[config.mk]
export PLATFORM = sky130hd
export DESIGN_NAME = wb_simcard_buffer
export DESIGN_NICKNAME = d
export VERILOG_FILES = /design/src/rtl/wb_simcard_pkg.sv /design/src/rtl/simcard_sync_edge.sv /design/src/rtl/wb_simcard_buffer.sv
export SDC_FILE = /design/constraint.sdc
export NUM_CORES = 1
export LEC_CHECK = 0
export ABC_CLOCK_PERIOD_IN_PS = 3700
export CORE_ASPECT_RATIO = 1.2
export CORE_UTILIZATION = 31
export DETAILED_ROUTE_END_ITERATION = 8
export DONT_BUFFER_PORTS = 1
export PLACE_DENSITY = 0.5
export SLEW_MARGIN = 15
export SYNTH_ARGS = -nofsm -noshare
export SYNTH_HDL_FRONTEND = slang
export SYNTH_SLANG_ARGS = --single-unit
[constraint.sdc]
create_clock -name CLK_FPGA -period 3.7 [get_ports CLK_FPGA]
set_input_delay 0.74 -clock CLK_FPGA [delete_from_list [all_inputs] [get_ports CLK_FPGA]]
set_output_delay 0.74 -clock CLK_FPGA [all_outputs]
set_load 0.02 [all_outputs]
[src/rtl/wb_simcard_pkg.sv]
// Register map and CTRL bit positions for the SIM card record buffer.
package wb_simcard_pkg;

    localparam int ADDR_CTRL   = 'h00;
    localparam int ADDR_STATUS = 'h01;
    localparam int ADDR_COUNT  = 'h02;
    localparam int DATA_BASE   = 'h40;

    localparam int CTRL_START = 0;
    localparam int CTRL_CLEAR = 1;
    localparam int CTRL_IE    = 2;

    typedef enum logic [1:0] {
        SEL_CTRL,
        SEL_STATUS,
        SEL_COUNT,
        SEL_NONE
    } reg_sel_e;

endpackage

[src/rtl/simcard_sync_edge.sv]
// Multi-flop synchronizer for a slow asynchronous level, followed by a one-clock
// rising-edge pulse.
module simcard_sync_edge #(
    parameter int STAGES = 2
) (
    input  logic clk,
    input  logic rst_n,
    input  logic async_i,
    output logic pulse_o
);

    logic [STAGES-1:0] sync_q;
    logic              prev_q;

    always_ff @(posedge clk or negedge rst_n) begin
        if (!rst_n) begin
            sync_q <= '0;
            prev_q <= 1'b0;
        end else begin
            sync_q <= {sync_q[STAGES-2:0], async_i};
            prev_q <= sync_q[STAGES-1];
        end
    end

    assign pulse_o = sync_q[STAGES-1] & ~prev_q;

endmodule

[src/rtl/wb_simcard_buffer.sv]
// Wishbone classic slave that enables the SIM card reader core, buffers the bytes
// it produces and reports session completion.
module wb_simcard_buffer
    import wb_simcard_pkg::*;
#(
    parameter int DEPTH       = 64,
    parameter int AW          = 7,
    parameter int SYNC_STAGES = 2
) (
    input  logic          CLK_FPGA,
    input  logic          RST,
    input  logic          wb_cyc_i,
    input  logic          wb_stb_i,
    input  logic          wb_we_i,
    input  logic [AW-1:0] wb_adr_i,
    input  logic [7:0]    wb_dat_i,
    output logic [7:0]    wb_dat_o,
    output logic          wb_ack_o,
    input  logic          sim_dato_valido,
    input  logic [7:0]    sim_salida,
    input  logic          sim_hecho,
    output logic          sim_habilitar,
    output logic          irq
);

    localparam int PW = $clog2(DEPTH);
    localparam int CW = PW + 1;

    logic          cap_pulse;
    logic          hecho_pulse;

    logic [PW-1:0] wr_ptr_q, wr_ptr_d;
    logic [CW-1:0] count_q,  count_d;
    logic          done_q,   done_d;
    logic          ovf_q,    ovf_d;
    logic          ie_q,     ie_d;
    logic          run_q,    run_d;
    logic          ack_q;
    logic [7:0]    dat_q;
    logic [7:0]    mem_q [DEPTH];

    logic          req;
    logic          wr_ctrl;
    logic          do_clear;
    logic          do_start;
    logic          cap_ok;
    logic          full;
    logic          mem_we;
    reg_sel_e      reg_sel;
    logic [7:0]    count8;
    logic [7:0]    rd_data;
    logic          unused_wdat;

    simcard_sync_edge #(.STAGES(SYNC_STAGES)) u_sync_valido (
        .clk     (CLK_FPGA),
        .rst_n   (RST),
        .async_i (sim_dato_valido),
        .pulse_o (cap_pulse)
    );

    simcard_sync_edge #(.STAGES(SYNC_STAGES)) u_sync_hecho (
        .clk     (CLK_FPGA),
        .rst_n   (RST),
        .async_i (sim_hecho),
        .pulse_o (hecho_pulse)
    );

    always_comb begin
        reg_sel = SEL_NONE;
        if (!wb_adr_i[AW-1]) begin
            if (wb_adr_i[AW-2:0] == (AW-1)'(ADDR_CTRL))   reg_sel = SEL_CTRL;
            if (wb_adr_i[AW-2:0] == (AW-1)'(ADDR_STATUS)) reg_sel = SEL_STATUS;
            if (wb_adr_i[AW-2:0] == (AW-1)'(ADDR_COUNT))  reg_sel = SEL_COUNT;
        end
    end

    assign req         = wb_cyc_i & wb_stb_i & ~ack_q;
    assign wr_ctrl     = req & wb_we_i & (reg_sel == SEL_CTRL);
    assign do_clear    = wr_ctrl & wb_dat_i[CTRL_CLEAR];
    assign do_start    = wr_ctrl & wb_dat_i[CTRL_START];
    assign unused_wdat = ^wb_dat_i[7:3];

    // A CLEAR on the same clock as a capture discards the byte.
    assign cap_ok = cap_pulse & run_q & ~do_clear;
    assign full   = (count_q == CW'(DEPTH));
    assign mem_we = cap_ok & ~full;

    always_comb begin
        wr_ptr_d = wr_ptr_q;
        count_d  = count_q;
        done_d   = done_q;
        ovf_d    = ovf_q;
        ie_d     = ie_q;
        run_d    = run_q;

        if (cap_ok) begin
            if (full) begin
                ovf_d = 1'b1;
            end else begin
                wr_ptr_d = wr_ptr_q + 1'b1;
                count_d  = count_q + 1'b1;
            end
        end

        // The byte captured on a done edge is kept; only run is dropped.
        if (hecho_pulse && run_q) begin
            done_d = 1'b1;
            run_d  = 1'b0;
        end

        if (wr_ctrl) begin
            ie_d = wb_dat_i[CTRL_IE];
            if (do_clear) begin
                wr_ptr_d = '0;
                count_d  = '0;
                done_d   = 1'b0;
                ovf_d    = 1'b0;
                run_d    = 1'b0;
            end
            if (do_start && (!run_q || do_clear)) begin
                run_d = 1'b1;
            end
        end
    end

    assign count8 = 8'(count_q);

    always_comb begin
        rd_data = 8'h00;
        if (wb_adr_i[AW-1]) begin
            rd_data = mem_q[wb_adr_i[PW-1:0]];
        end else begin
            case (reg_sel)
                SEL_CTRL:   rd_data = {5'b0, ie_q, 1'b0, run_q};
                SEL_STATUS: rd_data = {done_q, ovf_q, count8[5:0]};
                SEL_COUNT:  rd_data = count8;
                default:    rd_data = 8'h00;
            endcase
        end
    end

    always_ff @(posedge CLK_FPGA or negedge RST) begin
        if (!RST) begin
            wr_ptr_q <= '0;
            count_q  <= '0;
            done_q   <= 1'b0;
            ovf_q    <= 1'b0;
            ie_q     <= 1'b0;
            run_q    <= 1'b0;
            ack_q    <= 1'b0;
            dat_q    <= 8'h00;
        end else begin
            wr_ptr_q <= wr_ptr_d;
            count_q  <= count_d;
            done_q   <= done_d;
            ovf_q    <= ovf_d;
            ie_q     <= ie_d;
            run_q    <= run_d;
            ack_q    <= req;
            dat_q    <= req ? rd_data : 8'h00;
        end
    end

    always_ff @(posedge CLK_FPGA) begin
        if (mem_we) begin
            mem_q[wr_ptr_q] <= sim_salida;
        end
    end

    assign wb_ack_o      = ack_q;
    assign wb_dat_o      = dat_q;
    assign sim_habilitar = run_q;
    assign irq           = done_q & ie_q;

endmodule
==> results of run 1 <==
-- power breakdown --
group | switching (mW) | leakage [nW] | internal [mW]
Combinational | 0.168 | 1.89 | 0.202
Clock | 2.25 | 0.820 | 3.04
Sequential | 0.0503 | 4.99 | 6.75
-- cells by family after synthesis --
kind of cell / count (synthesis)
AND/OR/NAND/NOR: 206
buffers and inverters: 62
multiplexers: 162
adder cells (fa/ha/maj): 3
AO/OA/AOI/OAI: 96
flip-flops: 544
XOR/XNOR: 6
-- layout by cell type (no fill, tap or decap), drive strengths merged, types with 3 or more instances in the layout --
cell type  count
bufinv         5
ha             3
edfxtp       512
o21ai         19
nand2b         9
buf           62
nor3           8
inv            9
mux2           5
nor2b          9
clkinv        18
a211oi        10
a31oi          6
nand4          4
dfrtp         32
or2            3
o211ai         7
xor2           4
a2111oi        4
nor2          96
mux2i         31
nor4           3
clkbuf        71
a32o           3
o32a           3
mux4         126
a221oi         6
and2           8
nand3b         4
o22ai          6
nand3         10
nand2         44
a21oi         17
-- worst max-delay path by stage --
stage	start	to	slack, ps
after floorplan	wb_adr_i[0]	mem_q[59][0]$_DFFE_PP_	1030
after global placement	wb_cyc_i	mem_q[14][0]$_DFFE_PP_	580
after detailed placement	wb_cyc_i	mem_q[30][0]$_DFFE_PP_	550
after CTS	count_q[0]$_DFF_PN0_	mem_q[30][4]$_DFFE_PP_	700
after global routing	count_q[0]$_DFF_PN0_	mem_q[19][3]$_DFFE_PP_	440
final	count_q[0]$_DFF_PN0_	mem_q[19][3]$_DFFE_PP_	730
-- synthesized netlist by cell type (7+ instances only) --
| cell type | count |
|---|---|
| sky130_fd_sc_hd__nand2b_1 | 9 |
| sky130_fd_sc_hd__mux4_2 | 114 |
| sky130_fd_sc_hd__a21oi_1 | 17 |
| sky130_fd_sc_hd__and2_1 | 8 |
| sky130_fd_sc_hd__dfrtp_1 | 32 |
| sky130_fd_sc_hd__nand2_1 | 44 |
| sky130_fd_sc_hd__nor2_1 | 95 |
| sky130_fd_sc_hd__buf_6 | 10 |
| sky130_fd_sc_hd__nand3_1 | 9 |
| sky130_fd_sc_hd__buf_2 | 14 |
| sky130_fd_sc_hd__nor3_1 | 7 |
| sky130_fd_sc_hd__inv_1 | 7 |
| sky130_fd_sc_hd__buf_4 | 11 |
| sky130_fd_sc_hd__a211oi_1 | 10 |
| sky130_fd_sc_hd__o21ai_0 | 18 |
| sky130_fd_sc_hd__clkbuf_1 | 11 |
| sky130_fd_sc_hd__o211ai_1 | 7 |
| sky130_fd_sc_hd__mux4_1 | 12 |
| sky130_fd_sc_hd__nor2b_1 | 9 |
| sky130_fd_sc_hd__mux2i_1 | 31 |
| sky130_fd_sc_hd__edfxtp_1 | 512 |
-- layout make-up --
class / count / area (sq um)
fill: 6448 / 44100
sequential: 544 / 16200
multi-input combinational: 473 / 4950
clock buffer: 71 / 1420
tap: 909 / 1140
timing repair buffer: 63 / 488
clock inverter: 25 / 256
inverter: 8 / 30.0
-- sequential cells by signal, summed over array words and instances (netlist names), 2 cells and up --
register	flops
mem_q	512
count_q	7
wb_dat_o	8
wr_ptr_q	6
u_sync_valido.sync_q	2
u_sync_hecho.sync_q	2
-- routing by layer --
metal / track usage / wire length [um] / share of wire / up-vias
met5: 0 / 0 / 0 / -
met4: 0.0434 / 1220 / 0.024 / 0
met3: 0.0238 / 2200 / 0.043 / 73
met2: 0.252 / 26000 / 0.51 / 214
met1: 0.188 / 21300 / 0.42 / 5552
li1: - / - / - / 4539
-- critical path, cell delays in order, from the launching register on --
cell	delay (ps)
sky130_fd_sc_hd__dfrtp_1	460
sky130_fd_sc_hd__inv_1	100
sky130_fd_sc_hd__ha_1	200
sky130_fd_sc_hd__nor4b_1	150
sky130_fd_sc_hd__nand3b_1	150
sky130_fd_sc_hd__nand2_1	180
sky130_fd_sc_hd__nor3_1	360
sky130_fd_sc_hd__nand3_1	420
sky130_fd_sc_hd__buf_4	300
sky130_fd_sc_hd__nor2_1	140
sky130_fd_sc_hd__buf_4	210
-- through the flow --
stage,cell area (sq um),util
2_1_floorplan,21500,-
3_3_place_gp,22800,0.332
3_5_place_dp,22800,0.332
4_1_cts,24500,0.357
5_1_grt,24500,0.357
6_report,24500,0.357
==> impl_metrics.xml, run 1 <==
<?xml version="1.0" encoding="UTF-8"?>
<metrics>
  <group name="floorplan">
    <metric name="die-width" unit="um">243</metric>
    <metric name="dieArea" unit="sq um">70600</metric>
    <metric name="initial_util" unit="">0.314</metric>
    <metric name="io_pins" unit="">41</metric>
    <metric name="core-area" unit="sq um">68600</metric>
    <metric name="placement_rows" unit="">105</metric>
    <metric name="die_h" unit="um">291</metric>
  </group>
  <group name="hold_path">
    <metric name="hold_path_depth" unit="">0</metric>
    <metric name="hold_start" unit="">sim_hecho</metric>
    <metric name="hold_path_class" unit="">in -&gt; reg</metric>
    <metric name="end_of_the_worst_hold_path" unit="">u_sync_hecho.sync_q[0]$_DFF_PN0_</metric>
  </group>
  <group name="critical_path">
    <metric name="start_kind" unit="">flip-flop</metric>
    <metric name="critical_path.endpoint_type" unit="">flip-flop</metric>
    <metric name="reg2reg_depth" unit="">10</metric>
    <metric name="critPathKind" unit="">reg -&gt; reg</metric>
    <metric name="worst_r2r_endpoint" unit="">mem_q[19][3]$_DFFE_PP_</metric>
    <metric name="cp_max_fo" unit="">8</metric>
    <metric name="worstPathArrival" unit="ps">3270</metric>
    <metric name="worst-r2r-setup-slack" unit="ps">730</metric>
    <metric name="worst_ep_required_time" unit="ps">4000</metric>
    <metric name="timing.rr.start" unit="">count_q[0]$_DFF_PN0_</metric>
  </group>
  <group name="global_routing">
    <metric name="first_global_vias" unit="">11000</metric>
    <metric name="grt_start_max_net_pins" unit="">122</metric>
    <metric name="grt_pass1_wl" unit="um">75800</metric>
    <metric name="total_global_routing_overflow" unit="">0</metric>
    <metric name="antenna_found_initial" unit="">0</metric>
    <metric name="global_route_usage_sum" unit="">0.146</metric>
  </group>
  <group name="routing">
    <metric name="detail_route.wl_per_cell" unit="um">24.2</metric>
    <metric name="drc_errors" unit="">0</metric>
    <metric name="via_count" unit="">10400</metric>
    <metric name="finalWirelength" unit="um">50700</metric>
    <metric name="drt_first_iter_violations" unit="">538</metric>
    <metric name="firstDrtPassIters" unit="">5</metric>
    <metric name="via_per_inst" unit="">4.96</metric>
    <metric name="drt.antenna.violating_nets" unit="">0</metric>
  </group>
  <group name="clock_tree">
    <metric name="post-cts-setup-buffers" unit="">0</metric>
    <metric name="holdBufCountCts" unit="">2</metric>
    <metric name="root_buf_cell" unit="">sky130_fd_sc_hd__clkbuf_16</metric>
    <metric name="clock_path_buffers" unit="">3</metric>
    <metric name="cts_buffers" unit="">53</metric>
    <metric name="cts.sink_count" unit="">544</metric>
    <metric name="worst_setup_hold_path_clk_slew" unit="ps">60</metric>
    <metric name="tritoncts_clock_tree" unit="">done</metric>
    <metric name="cts-resized-gates" unit="">0</metric>
    <metric name="clock_latency" unit="ps">600</metric>
    <metric name="cts_htree_levels" unit="">2</metric>
  </group>
  <group name="timing">
    <metric name="finalCritPeriodShare" unit="">0.804</metric>
    <metric name="worst_pin_slew" unit="ps">1000</metric>
    <metric name="finalSetupTns" unit="ps">0</metric>
    <metric name="setup_viol" unit="">0</metric>
    <metric name="finClkSkew" unit="ps">22.3</metric>
    <metric name="post-route-worst-setup-slack" unit="ps">727</metric>
    <metric name="max_clock_freq" unit="MHz">336</metric>
    <metric name="final_hold_viol_count" unit="">0</metric>
    <metric name="hold_ws" unit="ps">175</metric>
    <metric name="grt_setup_unrepaired" unit="">no</metric>
    <metric name="final_period_minus_worst_setup_slack" unit="ps">2970</metric>
    <metric name="timing.final.max_slew_violations" unit="">0</metric>
    <metric name="max_slew_margin" unit="">0.331</metric>
  </group>
  <group name="synthesis">
    <metric name="synth_cell_types" unit="">61</metric>
    <metric name="synth_top_family_by_area" unit="">multiplexers</metric>
    <metric name="synthCells" unit="">1079</metric>
    <metric name="ys_dominant_reg_cell" unit="">sky130_fd_sc_hd__edfxtp_1</metric>
    <metric name="synth_register_bits" unit="">544</metric>
    <metric name="synth.area.top_cells" unit="">sky130_fd_sc_hd__edfxtp_1 (71%), sky130_fd_sc_hd__mux4_2 (12%), sky130_fd_sc_hd__dfrtp_1 (3.7%)</metric>
    <metric name="yosys_warnings" unit="">0</metric>
    <metric name="synth_seq_area_share" unit="">0.751</metric>
    <metric name="synth_async_sr_flop_share" unit="">0.0588</metric>
    <metric name="synth.top_cell.area_share" unit="">0.714</metric>
    <metric name="yosys.area_share.xor_xnor" unit="">0.00244</metric>
    <metric name="post_synth_fa_ha_maj_area_fraction" unit="">0.00174</metric>
    <metric name="synth_top_area_cell" unit="">sky130_fd_sc_hd__edfxtp_1</metric>
    <metric name="synthSimpleGateAreaFrac" unit="">0.0438</metric>
    <metric name="synth-compound-area-share" unit="">0.0309</metric>
    <metric name="syn_nets" unit="">1112</metric>
    <metric name="synth.area.mux_share" unit="">0.151</metric>
    <metric name="number_of_enable_flip_flop_cells_after_synthesis" unit="">512</metric>
    <metric name="syn_area_per_cell" unit="sq um">20.0</metric>
    <metric name="synth.cell_area" unit="sq um">21500</metric>
  </group>
  <group name="place">
    <metric name="place.port_buffers" unit="">0</metric>
    <metric name="detailed_place_hpwl" unit="um">29400</metric>
    <metric name="place.gp.congestion" unit="">0.831</metric>
    <metric name="pre_cts_ws" unit="ps">546</metric>
    <metric name="place.detailed.instances" unit="">1995</metric>
  </group>
  <group name="layout">
    <metric name="area_delta_synth_final" unit="%">13.5</metric>
    <metric name="numnets_final" unit="">1176</metric>
    <metric name="layoutNonFillerInstCount" unit="">2093</metric>
    <metric name="drive_gt1_frac" unit="">0.221</metric>
    <metric name="antenna_cells" unit="">0</metric>
  </group>
  <group name="power_and_ir_drop">
    <metric name="irDropWorstVdd" unit="mV">0.303</metric>
    <metric name="power.density_cell_area" unit="nW/um^2">510</metric>
    <metric name="leakagePower" unit="nW">7.70</metric>
    <metric name="power.total" unit="mW">12.5</metric>
  </group>
  <group name="run_status">
    <metric name="status" unit="">finished clean</metric>
  </group>
  <group name="flow_run">
    <metric name="max_cap_violations" unit="">0</metric>
  </group>
</metrics>
No activity file was read; power rests on OpenSTA's default activity.
==> run 2: changes to the inputs <==
- ABC_AREA: default -> 1
- ABC_CLOCK_PERIOD_IN_PS: 3700 -> 2800
- clock period: 3.7 -> 2.8 ns (I/O delays scaled with it)
==> run 2 against run 1 <==
  * Critical path depth decreased by 3
  * Register-to-register slack worse by 530 ps
  * Wire length increased by 12%
  * Hold slack worse by 140 ps
  * Sequential share of layout area fell by 3.0 points
  * Non-clock buffer count is 16 lower
  * Clock power grew 48%
  * Power up 40%
  * Design area grew 4.8%
  * Die area increased by 4.6%
  * Critical path type unchanged
  * Largest power group unchanged
==> impl_metrics.xml, run 2 <==
<?xml version="1.0" encoding="UTF-8"?>
<metrics>
  <group name="run_status">
    <metric name="status" unit="">finished clean</metric>
  </group>
  <group name="power_and_ir_drop">
    <metric name="power.net_switching" unit="mW">3.64</metric>
    <metric name="switching_share" unit="">0.208</metric>
    <metric name="pwr-share-seq" unit="">0.511</metric>
    <metric name="irDropWorstVdd" unit="mV">0.435</metric>
    <metric name="internal_power" unit="mW">13.9</metric>
    <metric name="clock_power_share" unit="">0.449</metric>
    <metric name="leakagePower" unit="nW">9.29</metric>
    <metric name="power.combinational.fraction" unit="">0.040</metric>
    <metric name="power.density_cell_area" unit="nW/um^2">683</metric>
  </group>
  <group name="routing">
    <metric name="via_count" unit="">14200</metric>
    <metric name="drt.antenna.violating_nets" unit="">0</metric>
    <metric name="detail_route.wl_per_cell" unit="um">19.2</metric>
    <metric name="drc_errors" unit="">0</metric>
    <metric name="firstDrtPassIters" unit="">5</metric>
    <metric name="drt_first_iter_violations" unit="">832</metric>
    <metric name="via_per_inst" unit="">4.81</metric>
    <metric name="finalWirelength" unit="um">56800</metric>
  </group>
  <group name="layout">
    <metric name="largest_register" unit="">mem_q</metric>
    <metric name="final-seq-area" unit="sq um">16200</metric>
    <metric name="layoutNonFillerInstCount" unit="">2955</metric>
    <metric name="antenna_cells" unit="">0</metric>
    <metric name="largest_register_ffs" unit="">512</metric>
    <metric name="numnets_final" unit="">2017</metric>
    <metric name="layout_commonest_cell" unit="">sky130_fd_sc_hd__nand2_1</metric>
    <metric name="final_cell_area" unit="sq um">25600</metric>
    <metric name="most-common-layout-cells" unit="">sky130_fd_sc_hd__nand2_1 (723), sky130_fd_sc_hd__edfxtp_1 (512), sky130_fd_sc_hd__nand3_1 (392), sky130_fd_sc_hd__nor2_1 (59), sky130_fd_sc_hd__clkbuf_16 (53)</metric>
    <metric name="drive_gt1_frac" unit="">0.0848</metric>
    <metric name="area_taken_by_multi_input_logic_gates" unit="sq um">5690</metric>
    <metric name="area_delta_synth_final" unit="%">13.7</metric>
    <metric name="filler_cell_count" unit="">7117</metric>
  </group>
  <group name="floorplan">
    <metric name="die_h" unit="um">297</metric>
    <metric name="core-area" unit="sq um">71500</metric>
    <metric name="die-width" unit="um">248</metric>
    <metric name="dieArea" unit="sq um">73800</metric>
    <metric name="initial_util" unit="">0.315</metric>
    <metric name="io_pins" unit="">41</metric>
    <metric name="placement_rows" unit="">107</metric>
  </group>
  <group name="synthesis">
    <metric name="synth_top_area_cell" unit="">sky130_fd_sc_hd__edfxtp_1</metric>
    <metric name="synth.top_cell.area_share" unit="">0.682</metric>
    <metric name="number_of_enable_flip_flop_cells_after_synthesis" unit="">512</metric>
    <metric name="synth.area.mux_share" unit="">0</metric>
    <metric name="synth_top_family_by_area" unit="">simple AND/OR/NAND/NOR gates</metric>
    <metric name="synth_most_common_cell" unit="">sky130_fd_sc_hd__nand2_1</metric>
    <metric name="syn_nets" unit="">2024</metric>
    <metric name="synth_seq_area_share" unit="">0.718</metric>
    <metric name="synth.area.top_cells" unit="">sky130_fd_sc_hd__edfxtp_1 (68%), sky130_fd_sc_hd__nand2_1 (12%), sky130_fd_sc_hd__nand3_1 (8.7%)</metric>
    <metric name="syn_area_per_cell" unit="sq um">11.3</metric>
    <metric name="yosys.area_share.xor_xnor" unit="">0.00117</metric>
    <metric name="synth_register_bits" unit="">544</metric>
    <metric name="synthCells" unit="">1991</metric>
    <metric name="top_cell_types_by_occurrence_after_synthesis" unit="">sky130_fd_sc_hd__nand2_1 (723), sky130_fd_sc_hd__edfxtp_1 (512), sky130_fd_sc_hd__nand3_1 (392)</metric>
    <metric name="synth_async_sr_flop_share" unit="">0.0588</metric>
    <metric name="post_synth_fa_ha_maj_area_fraction" unit="">0.00167</metric>
    <metric name="synth-compound-area-share" unit="">0.0124</metric>
    <metric name="synthSimpleGateAreaFrac" unit="">0.235</metric>
    <metric name="yosys_warnings" unit="">0</metric>
    <metric name="synth_cell_types" unit="">35</metric>
    <metric name="ys_dominant_reg_cell" unit="">sky130_fd_sc_hd__edfxtp_1</metric>
    <metric name="synth.cell_area" unit="sq um">22500</metric>
  </group>
  <group name="timing">
    <metric name="hold_ws" unit="ps">32.4</metric>
    <metric name="final_hold_viol_count" unit="">0</metric>
    <metric name="max_slew_margin" unit="">0.480</metric>
    <metric name="finalSetupTns" unit="ps">0</metric>
    <metric name="finalCritPeriodShare" unit="">0.930</metric>
    <metric name="timing.final.max_slew_violations" unit="">0</metric>
    <metric name="worst_pin_slew" unit="ps">776</metric>
    <metric name="max_clock_freq" unit="MHz">384</metric>
    <metric name="finClkSkew" unit="ps">35.6</metric>
    <metric name="final_period_minus_worst_setup_slack" unit="ps">2600</metric>
    <metric name="setup_viol" unit="">0</metric>
    <metric name="grt_setup_unrepaired" unit="">yes</metric>
  </group>
  <group name="clock_tree">
    <metric name="tritoncts_clock_tree" unit="">done</metric>
    <metric name="root_buf_cell" unit="">sky130_fd_sc_hd__clkbuf_16</metric>
    <metric name="clock_latency" unit="ps">630</metric>
    <metric name="clock_path_buffers" unit="">3</metric>
    <metric name="cts_buffers" unit="">53</metric>
    <metric name="cts.sink_count" unit="">544</metric>
    <metric name="worst_setup_hold_path_clk_slew" unit="ps">70</metric>
    <metric name="cts_htree_levels" unit="">2</metric>
  </group>
  <group name="flow_run">
    <metric name="max_cap_violations" unit="">0</metric>
  </group>
  <group name="critical_path">
    <metric name="worstPathArrival" unit="ps">2840</metric>
    <metric name="start_kind" unit="">flip-flop</metric>
    <metric name="worst_ep_required_time" unit="ps">3040</metric>
    <metric name="critPathKind" unit="">reg -&gt; reg</metric>
    <metric name="critical_path.endpoint_type" unit="">flip-flop</metric>
    <metric name="cp_max_fo" unit="">8</metric>
  </group>
  <group name="place">
    <metric name="detailed_place_hpwl" unit="um">32000</metric>
    <metric name="place.port_buffers" unit="">0</metric>
    <metric name="place.gp.congestion" unit="">0.818</metric>
    <metric name="place.detailed.instances" unit="">2850</metric>
    <metric name="dpl_cell_area" unit="sq um">23600</metric>
  </group>
  <group name="global_routing">
    <metric name="grt_pass1_wl" unit="um">86400</metric>
    <metric name="antenna_found_initial" unit="">1</metric>
    <metric name="first_global_vias" unit="">14100</metric>
    <metric name="global_route_usage_sum" unit="">0.155</metric>
    <metric name="total_global_routing_overflow" unit="">0</metric>
    <metric name="grt_start_max_net_pins" unit="">259</metric>
  </group>
  <group name="hold_path">
    <metric name="hold_path_class" unit="">in -&gt; reg</metric>
  </group>
</metrics>
==> run 2: per-stage QoR <==
stage	total power, mW	util	setup slack [ps]
floorplan	9.68	-	390
global placement	9.80	0.330	23.9
detailed placement	9.80	0.330	-6.35
CTS	17.7	0.358	106
global route	18.0	0.359	-84.2
finish	17.5	0.359	196
==> run 2: logic make-up after synthesis <==
group	Yosys count
simple gates	1225
compound gates	53
xor+xnor	3
buf+inv	163
flops	544
fa+ha+maj	3
==> run 2: worst max-delay path: stages, from the launching register on <==
cell and delay, ps:
sky130_fd_sc_hd__dfrtp_1 360, sky130_fd_sc_hd__inv_1 80, sky130_fd_sc_hd__ha_1 180, sky130_fd_sc_hd__nand3_1 110, sky130_fd_sc_hd__nand3_1 110, sky130_fd_sc_hd__nor2_2 310, sky130_fd_sc_hd__nand4_4 370, sky130_fd_sc_hd__nor2_1 720
==> run 2: repair_timing <==
action                     in CTS  in global routing
gates resized for setup         0                 23
setup endpoints to repair       0                197
hold buffers                    5                  0
hold endpoints to repair       39                  0
setup buffers                   0                  0
==> run 2: final timing paths <==
path / end / start / cells past startpoint / slack, ps
max: mem_q[22][7]$_DFFE_PP_ / count_q[1]$_DFF_PN0_ / 7 / 200
min: wb_dat_o[6]$_DFF_PN0_ / wb_adr_i[6] / 1 / 30
max reg2reg: mem_q[22][7]$_DFFE_PP_ / count_q[1]$_DFF_PN0_ / 7 / 200
min reg2reg: u_sync_valido.sync_q[1]$_DFF_PN0_ / u_sync_valido.sync_q[0]$_DFF_PN0_ / 0 / 350
max in group asynchronous: count_q[3]$_DFF_PN0_ / RST / 2 / 2240
min in group asynchronous: wb_dat_o[6]$_DFF_PN0_ / RST / 2 / 360
==> run 2: routing by layer <==
| metal | routed length [um] | vias to the layer above | track usage |
|---|---|---|---|
| li1 | - | 6868 | - |
| met1 | 24400 | 6914 | 0.204 |
| met2 | 27700 | 310 | 0.255 |
| met3 | 2560 | 109 | 0.0244 |
| met4 | 2040 | 2 | 0.0607 |
| met5 | 9 | - | 0 |
==> run 2: cell type report <==
cell class	count	area share
sequential	544	0.631
multi-input combinational	1284	0.222
clock buffer	65	0.0555
tap	926	0.0452
clock inverter	35	0.0193
timing repair buffer	47	0.0186
inverter	54	0.00840
==> run 2: power groups by stage <==
stage               Sequential (mW)  Combinational [mW]  Clock [mW]
floorplan                      9.11               0.561           0
global placement               9.11               0.683           0
detailed placement             9.11               0.688           0
CTS                            8.94               0.708        8.01
global route                   8.94               0.788        8.27
finish                         8.94               0.702        7.85
